`config.mk`:
```
export PLATFORM = sky130hd
export DESIGN_NAME = csr_rw_file
export DESIGN_NICKNAME = d
export VERILOG_FILES = /design/src/rtl/csr_pkg.sv /design/src/rtl/csr_counter64.sv /design/src/rtl/csr_rw_file.sv
export SDC_FILE = /design/constraint.sdc
export NUM_CORES = 1
export LEC_CHECK = 0
export ABC_AREA = 0
export CORE_MARGIN = 1
export CORE_UTILIZATION = 55
export CTS_BUF_LIST = sky130_fd_sc_hd__clkbuf_4 sky130_fd_sc_hd__clkbuf_8 sky130_fd_sc_hd__clkbuf_16
export CTS_CLUSTER_SIZE = 30
export DETAILED_ROUTE_END_ITERATION = 10
export PLACE_DENSITY = 0.79
export SLEW_MARGIN = 20
export SYNTH_ARGS = -nofsm -noshare
export SYNTH_HDL_FRONTEND = slang
export SYNTH_HIERARCHICAL = 1
export SYNTH_SLANG_ARGS = --single-unit
```
`constraint.sdc`:
```
create_clock -name clk -period 6.9 [get_ports clk]
set_clock_uncertainty 0.15 [all_clocks]
set_input_delay 1.035 -clock clk [delete_from_list [all_inputs] [get_ports clk]]
set_output_delay 1.035 -clock clk [all_outputs]
set_load 0.03 [all_outputs]
```
`src/rtl/csr_pkg.sv`:
```
// csr_pkg: CSR addresses and operation encoding shared by the Zicsr write path.
package csr_pkg;

  localparam logic [11:0] CSR_MCYCLE    = 12'hB00;
  localparam logic [11:0] CSR_MCYCLEH   = 12'hB80;
  localparam logic [11:0] CSR_MINSTRET  = 12'hB02;
  localparam logic [11:0] CSR_MINSTRETH = 12'hB82;
  localparam logic [11:0] CSR_MSCRATCH  = 12'h340;
  localparam logic [11:0] CSR_CYCLE     = 12'hC00;
  localparam logic [11:0] CSR_CYCLEH    = 12'hC80;
  localparam logic [11:0] CSR_INSTRET   = 12'hC02;
  localparam logic [11:0] CSR_INSTRETH  = 12'hC82;

  typedef enum logic [1:0] {
    CSR_NONE = 2'b00,
    CSR_RW   = 2'b01,
    CSR_RS   = 2'b10,
    CSR_RC   = 2'b11
  } csr_op_e;

endpackage

```
`src/rtl/csr_counter64.sv`:
```
// csr_counter64: wide counter whose halves can be written; a write overrides the increment.
module csr_counter64 #(
  parameter int XLEN  = 32,
  parameter int CNT_W = 64
) (
  input  logic             clk,
  input  logic             rst_n,
  input  logic             inc,
  input  logic             wr_lo,
  input  logic             wr_hi,
  input  logic [XLEN-1:0]  wdata,
  output logic [CNT_W-1:0] cnt
);

  logic [CNT_W-1:0] cnt_q, cnt_d;

  // write replaces one half and freezes the other; otherwise count with natural wrap
  always_comb
    cnt_d = (wr_lo | wr_hi) ? {wr_hi ? wdata : cnt_q[CNT_W-1:XLEN], wr_lo ? wdata : cnt_q[XLEN-1:0]}
          : inc ? cnt_q + CNT_W'(1) : cnt_q;

  // counter register
  always_ff @(posedge clk or negedge rst_n)
    if (!rst_n) cnt_q <= '0;
    else        cnt_q <= cnt_d;

  assign cnt = cnt_q;

endmodule

```
`src/rtl/csr_rw_file.sv`:
```
// csr_rw_file: Zicsr read/modify/write of cycle, instret and mscratch in EX.
module csr_rw_file
  import csr_pkg::*;
#(
  parameter int              XLEN         = 32,
  parameter int              CNT_W        = 64,
  parameter logic [XLEN-1:0] MSCRATCH_RST = 32'h0
) (
  input  logic            clk,
  input  logic            rst_n,
  input  logic            csr_valid,
  input  logic [1:0]      csr_op,
  input  logic [11:0]     csr_addr,
  input  logic [XLEN-1:0] csr_src,
  input  logic            csr_src_zero,
  input  logic            stall,
  input  logic            flush,
  input  logic            inst_retire,
  output logic [XLEN-1:0] csr_rdata,
  output logic            csr_illegal,
  output logic            csr_wr_done
);

  csr_op_e          op;
  logic [CNT_W-1:0] cycle, instret;
  logic [XLEN-1:0]  mscratch_q, mscratch_d, old, wdata;
  logic             wr_done_q, wr_done_d;
  logic             mapped, ro, we, commit;

  assign op = csr_op_e'(csr_op);

  // decode the address into the current CSR value; unmapped reads as zero
  always_comb begin
    old    = '0;
    mapped = 1'b1;
    case (csr_addr)
      CSR_MCYCLE,    CSR_CYCLE:    old = cycle[XLEN-1:0];
      CSR_MCYCLEH,   CSR_CYCLEH:   old = cycle[CNT_W-1:XLEN];
      CSR_MINSTRET,  CSR_INSTRET:  old = instret[XLEN-1:0];
      CSR_MINSTRETH, CSR_INSTRETH: old = instret[CNT_W-1:XLEN];
      CSR_MSCRATCH:                old = mscratch_q;
      default:                     mapped = 1'b0;
    endcase
  end

  // the C-range aliases are user read-only views of the machine counters
  assign ro          = csr_addr[11:10] == 2'b11;
  assign we          = csr_valid & (op == CSR_RW | ((op == CSR_RS | op == CSR_RC) & !csr_src_zero));
  assign csr_illegal = csr_valid & (op != CSR_NONE) & (!mapped | (we & ro));
  assign commit      = we & !csr_illegal & !stall & !flush;
  assign wdata       = op == CSR_RS ? old | csr_src : op == CSR_RC ? old & ~csr_src : csr_src;
  assign csr_rdata   = csr_valid ? old : '0;

  // next state for mscratch and the commit pulse
  always_comb begin
    mscratch_d = (commit & csr_addr == CSR_MSCRATCH) ? wdata : mscratch_q;
    wr_done_d  = commit;
  end

  // mscratch and write-done registers
  always_ff @(posedge clk or negedge rst_n)
    if (!rst_n) begin
      mscratch_q <= MSCRATCH_RST;
      wr_done_q  <= 1'b0;
    end else begin
      mscratch_q <= mscratch_d;
      wr_done_q  <= wr_done_d;
    end

  assign csr_wr_done = wr_done_q;

  csr_counter64 #(.XLEN(XLEN), .CNT_W(CNT_W)) u_cycle (
    .clk   (clk),
    .rst_n (rst_n),
    .inc   (1'b1),
    .wr_lo (commit & csr_addr == CSR_MCYCLE),
    .wr_hi (commit & csr_addr == CSR_MCYCLEH),
    .wdata (wdata),
    .cnt   (cycle)
  );

  csr_counter64 #(.XLEN(XLEN), .CNT_W(CNT_W)) u_instret (
    .clk   (clk),
    .rst_n (rst_n),
    .inc   (inst_retire & !stall),
    .wr_lo (commit & csr_addr == CSR_MINSTRET),
    .wr_hi (commit & csr_addr == CSR_MINSTRETH),
    .wdata (wdata),
    .cnt   (instret)
  );

endmodule
```
==> qor.txt, run 1 <==
Worst-path cell chain -> clkdlybuf4s50_1, nor4_2, and4_1, and2_1, o21a_1, clkdlybuf4s50_1
Crit Path Category -> input port to primary output
RSZ-0062 raised after global routing -> false
DP Area -> 13300 um2
Final core utilization -> 63.8%
Crit path capture -> csr_rdata[17]
Ports -> 87
Total stage count of the critical path -> 6
Power Total -> 0.00242 W
Minimum clock period -> 5.44 ns
Most common flop cell mapped by yosys -> dfrtp_1
Vias/cell -> 7.50
Final hold violations -> 0
DR pass1 iterations -> 8
Core area -> 21900 um2
Syn Std Cell Area -> 12300 um2
Hold-fix buffers, CTS -> 0
DR vias -> 13500
Rows -> 54
Crit path max-delay cell type -> and4_1
Die Width -> 152 um
Die Y -> 152 um
Layout cells sized above 1 -> 9.12%
Hold path cells -> 1
Slew @ Worst Pin -> 1.15 ns
Most common cell on crit path -> clkdlybuf4s50_1
R2R depth -> 5
Total number of yosys warnings -> 6
Worst R2R Setup Slack -> 3.22 ns
Worst path bufs/invs -> 2
Fmax achieved -> 0.184 GHz
Drt wl/cell -> 26.2 um
Max-cap violations -> 0
RR Startpoint -> u_cycle/cnt[2]$_DFFE_PN0P_
Startpoint Class -> input port
First-pass GRT wire length -> 71200 um
Fill count -> 1906
Nets -> 1555
Worst Path Arrival -> 4.25 ns
Final Cycle Share -> 78.8%
Sequential-to-total area share from yosys stat -> 32.8%
Number of port buffers -> 86
Max Buffers Root-to-Sink -> 2
CP max FO -> 32
Final instance area -> 14000 um2
Synth Area per Inst -> 8.36 um2
# Post-CTS Setup Buffers -> 0
Final setup fails -> 0
Clk pwr share -> 43.8%
Yosys reg bits -> 161
Die ar. -> 23000 um2
Largest net degree at the start of global routing -> 93
# diodes -> 0
Crit Reg-Reg Endpoint -> u_cycle/cnt[49]$_DFFE_PN0P_
Clk_lat worst skew -> 0.44 ns
Leak pwr -> 5.19 nW
Reg clk slew, reported paths -> 0.06 ns
Relative max-transition margin -> 23.3%
Switching share of total power -> 28.8%
Cell variety after synth -> 82
Internal power -> 0.00172 W
Status -> finished, final reports clean
DRT iter0 DRCs -> 2188
DRT Wirelength -> 46900 um
CP top delay family -> simple AND/OR/NAND/NOR gates
Grt ovf -> 0
WP data required -> 5.71 ns
Syn Inst Count -> 1470
Antenna violations before repair -> 1
Hold Path Class -> flop to flop
Starting Density -> 56.2%
Synthesis-to-layout area growth -> 13.7%
Root Driver -> clkbuf_16
Seq pwr share -> 44.1%
Number of synthesized flops with an enable pin -> 0
Worst path max stage delay -> 1.05 ns
H-tree level count -> 4
Vias in the first global route -> 12200
Clock Sinks -> 161
Comb pwr share -> 12.1%
Worst setup EP type -> primary output
Slew Limit Fails -> 0
Antenna Violating Nets Remaining -> 0
CTS tree -> yes
Worst Setup SP -> csr_addr[1]
Post-CTS sizing -> 0
Setup TNS -> 0 ns
P_sw -> 0.000697 W
HPWL after DPL -> 33300 um
Placer Congestion -> 0.979
Clock buffers created by TritonCTS -> 17
DRC errors left -> 0
All-layer global routing usage -> 41.1%
Ys async rst share -> 100%
Peak supply drop -> 0.133 mV
Pwr Density -> 173 nW/um2
==> routing by layer <==
metal,track usage (%),vias up,part of all wire (%)
li1,-,5775,-
met1,57.5,6533,39
met2,62.1,992,44
met3,7.66,148,12
met4,17.4,2,4.3
met5,0,-,0.023
==> metrics by stage <==
step / setup slack, ns / std cells / hold slack (ns)
3_3_place_gp: 1.46 / 1761 / 0.352
5_1_grt: 1.14 / 1793 / 0.398
4_1_cts: 1.54 / 1793 / 0.379
3_5_place_dp: 1.31 / 1761 / 0.361
2_1_floorplan: 3.05 / 1473 / 0.343
6_report: 1.46 / 1793 / 0.380
==> power by group through the flow <==
stage	Combinational, W	Sequential, W	Clock [W]
after global routing	0.000310	0.00107	0.00110
after global placement	0.000273	0.00108	0
after floorplan	0.000162	0.00106	0
after CTS	0.000281	0.00106	0.00107
after detailed placement	0.000279	0.00108	0
final	0.000293	0.00107	0.00106
==> cells by family (layout without fill, tap and decap cells) <==
group                      Yosys count  count (layout)  synth area share, %
xor gates and xnor gates            37              37                 2.64
AOI/OAI and AO/OA                  436             436                 25.5
adders and majority gates            2               2                0.203
and+or+nand+nor                    671             671                 30.2
other                                1               4               0.0305
muxes                               38              38                 4.33
buffers and inverters              124             164                 4.36
DFF                                161             161                 32.8
==> flip-flops by register name, indices dropped and copies added (netlist names) <==
signal	count
u_cycle/cnt	64
mscratch_q	32
u_instret/cnt	64
csr_wr_done	1
==> worst register-to-register path, stage by stage (launching register included) <==
cell and delay (ns):
dfrtp_1 0.46, nand4_1 0.25, nor2_1 0.82, nand4_1 0.97
or4_1 0.77, a31oi_1 0.17
==> placed cells by master (no fill, tap or decap), types with 18 or more instances in the layout <==
cell type / count
dfrtp_1: 161
nand2_1: 127
nor2_1: 116
nand4_1: 106
clkdlybuf4s50_1: 85
nand3_1: 73
a22oi_1: 69
o21ai_0: 60
o22ai_1: 47
a21oi_1: 42
nor2b_1: 41
and2_1: 35
o21a_1: 35
nor3_1: 33
o221ai_1: 32
a22o_1: 32
mux2_4: 30
xor2_1: 28
buf_4: 26
a31oi_1: 21
nor4_1: 20
or3_1: 18
or4_1: 18
==> how the worst min path moves through the flow <==
stage                                          start                          to
after CTS                 mscratch_q[14]$_DFFE_PN0P_  mscratch_q[14]$_DFFE_PN0P_
after floorplan           mscratch_q[14]$_DFFE_PN0P_  mscratch_q[14]$_DFFE_PN0P_
final                     mscratch_q[16]$_DFFE_PN0P_  mscratch_q[16]$_DFFE_PN0P_
after global placement    mscratch_q[14]$_DFFE_PN0P_  mscratch_q[14]$_DFFE_PN0P_
after global routing      mscratch_q[15]$_DFFE_PN0P_  mscratch_q[15]$_DFFE_PN0P_
after detailed placement  mscratch_q[16]$_DFFE_PN0P_  mscratch_q[16]$_DFFE_PN0P_
==> layout make-up <==
class	instances	area (um2)	area share [%]
clock buffers	19	447	3.20
flip-flops and latches	161	4030	28.8
multi-input cells	1188	7820	55.9
clock inverters	13	199	1.42
well taps	280	350	2.51
repair buffers	112	1060	7.57
inverters	20	75.1	0.537
==> synth_stat cells, drive strengths merged, types with 32 or more instances <==
master	number	area share (%)
and2	35	1.8
nor3	37	1.7
nand3	75	3.1
a21oi	42	1.7
o21ai	63	2.6
dfrtp	161	33
o21a	35	2.1
a22oi	69	4.2
a22o	32	2.3
buf	35	1.6
mux2	32	3.8
o221ai	32	2.3
o22ai	47	2.4
nand4	111	6.0
clkbuf	68	2.1
nand2	128	3.9
nor2b	41	2.1
nor2	122	3.7
Note: power is estimated with default switching activity, not from simulation.
==> run 2, diff against run 1 <==
--- a/config.mk
+++ b/config.mk
@@ -11,7 +11,7 @@
 export CTS_BUF_LIST = sky130_fd_sc_hd__clkbuf_4 sky130_fd_sc_hd__clkbuf_8 sky130_fd_sc_hd__clkbuf_16
 export CTS_CLUSTER_SIZE = 30
 export DETAILED_ROUTE_END_ITERATION = 10
-export PLACE_DENSITY = 0.79
+export PLACE_DENSITY = 0.82
 export SLEW_MARGIN = 20
 export SYNTH_ARGS = -nofsm -noshare
 export SYNTH_HDL_FRONTEND = slang
==> constraint.sdc (replaced) <==
create_clock -name clk -period 4.6 [get_ports clk]
set_clock_uncertainty 0.15 [all_clocks]
set_input_delay 0.69 -clock clk [delete_from_list [all_inputs] [get_ports clk]]
set_output_delay 0.69 -clock clk [all_outputs]
set_load 0.03 [all_outputs]
==> qor.txt, run 2 (synthesized netlist as in run 1, its figures left out) <==
Slew @ Worst Pin -> 1.13 ns
DRT iter0 DRCs -> 2262
Grt ovf -> 0
Post-Place Cells -> 1783
Max Buffers Root-to-Sink -> 2
Vias/cell -> 7.54
Nets -> 1577
Final setup fails -> 0
Final Cycle Share -> 95.3%
Clock Sinks -> 161
Fill count -> 1862
Worst Path Arrival -> 4.59 ns
Post-CTS sizing -> 0
Clk_lat worst skew -> 0.44 ns
Most frequent cells in the layout -> 161 x dfrtp_1, 127 x nand2_1, 116 x nor2_1
Antenna violations before repair -> 0
DR pass1 iterations -> 10
Drt wl/cell -> 25.9 um
Minimum clock period -> 4.38 ns
DRC errors left -> 0
Pre-CTS setup slack -> -0.103 ns
Worst-path cell chain -> clkdlybuf4s50_1, nor4_2, nand4_1, a2111oi_1, nand2_1, nor2_2, buf_4, clkinv_1, o21ai_1, buf_4, nor2_1, a31oi_1
Starting Density -> 56.2%
Number of port buffers -> 86
Ports -> 87
Hold-fix buffers, CTS -> 0
Final core utilization -> 64.5%
Startpoint Class -> input port
Crit Path Category -> input port to flop
Setup TNS -> 0 ns
Reg clk slew, reported paths -> 0.08 ns
Synthesis-to-layout area growth -> 14.9%
WP data required -> 4.81 ns
Layout cells sized above 1 -> 10.4%
# Post-CTS Setup Buffers -> 0
Die Y -> 152 um
Fmax achieved -> 0.228 GHz
Root Driver -> clkbuf_16
Commonest non-fill, non-tap cell in the layout -> dfrtp_1
Relative max-transition margin -> 24.6%
Worst Setup SP -> csr_addr[1]
Die ar. -> 23000 um2
All-layer global routing usage -> 41.6%
# diodes -> 0
Sequential cell area -> 4030 um2
First-pass GRT wire length -> 72400 um
Max-cap violations -> 0
H-tree level count -> 4
Power Total -> 0.00350 W
DR vias -> 13700
RR Startpoint -> u_cycle/cnt[1]$_DFFE_PN0P_
Clock buffers created by TritonCTS -> 17
Worst path bufs/invs -> 4
Crit path max-delay cell type -> a2111oi_1
Antenna Violating Nets Remaining -> 0
Die Width -> 152 um
Status -> finished, final reports clean
DRT Wirelength -> 47000 um
Non-filler cells, final -> 1815
CP max FO -> 28
Placer Congestion -> 1.08
Hold Path Class -> input port to async pin
CTS tree -> yes
Final worst setup slack -> 0.218 ns
Leak pwr -> 5.28 nW
Area taken by multi-input logic gates -> 7820 um2
Vias in the first global route -> 12500
Worst path max stage delay -> 0.65 ns
Pwr Density -> 248 nW/um2
HPWL after DPL -> 33600 um
Rows -> 54
Peak supply drop -> 0.192 mV
CP top delay family -> simple AND/OR/NAND/NOR gates
Slew Limit Fails -> 0
Largest net degree at the start of global routing -> 105
Final hold violations -> 0
Core area -> 21900 um2
Most common cell on crit path -> buf_4
Worst setup EP type -> flop
-- run 2: cell count changes in the layout (fill, tap and decap cells not counted) --
cell	change
a2111oi_0	-1
clkinv_2	+1
buf_12	+4
clkbuf_4	-1
buf_4	+18
inv_8	+1
a2111oi_1	+1
bufinv_16	-3
clkinv_4	-3
inv_6	+3
clkinvlp_4	+2
-- run 2: through the flow --
stage                     area (um2)  hold slack (ns)
after floorplan                12300            0.244
after global placement         13500            0.356
after detailed placement       13500            0.365
after CTS                      14100            0.271
after global routing           14100            0.315
final                          14100            0.242
-- run 2: per-layer routing --
| layer | track usage, % | share of wire (%) |
|---|---|---|
| met5 | 0 | 0 |
| met2 | 63.0 | 44 |
| met4 | 20.6 | 6.0 |
| met3 | 11.2 | 13 |
| met1 | 54.8 | 37 |
-- run 2: worst paths after layout --
kind | cells past startpoint | slack [ns] | to
max | 12 | 0.22 | u_cycle/cnt[1]$_DFFE_PN0P_
min | 1 | 0.24 | u_cycle/cnt[37]$_DFFE_PN0P_
max reg2reg | 5 | 1.11 | u_cycle/cnt[44]$_DFFE_PN0P_
min reg2reg | 1 | 0.38 | mscratch_q[14]$_DFFE_PN0P_
max in group asynchronous | 2 | 3.17 | u_instret/cnt[55]$_DFFE_PN0P_
min in group clk | 1 | 0.38 | mscratch_q[14]$_DFFE_PN0P_
-- run 2: power by group --
part           total (W)  leakage, nW  internal (W)  switching [W]
sequential       0.00161         2.16       0.00148       0.000132
combinational   0.000448         2.84      0.000171       0.000277
clock            0.00144        0.281      0.000777       0.000666
-- run 2: final cells by class --
type / instances / share of cell area, %
well taps: 280 / 2.48
multi-input cells: 1188 / 55.4
inverters: 20 / 0.531
clock inverters: 14 / 0.992
flip-flops and latches: 161 / 28.5
repair buffers: 134 / 9.01
clock buffers: 18 / 3.11
-- run 2: worst register-to-register path: stages (launching register included) --
cell and delay, ns:
dfrtp_1 0.49, ha_1 0.36, and3_1 0.64, nand4_1 0.82, or4_1 0.75, a31oi_1 0.20
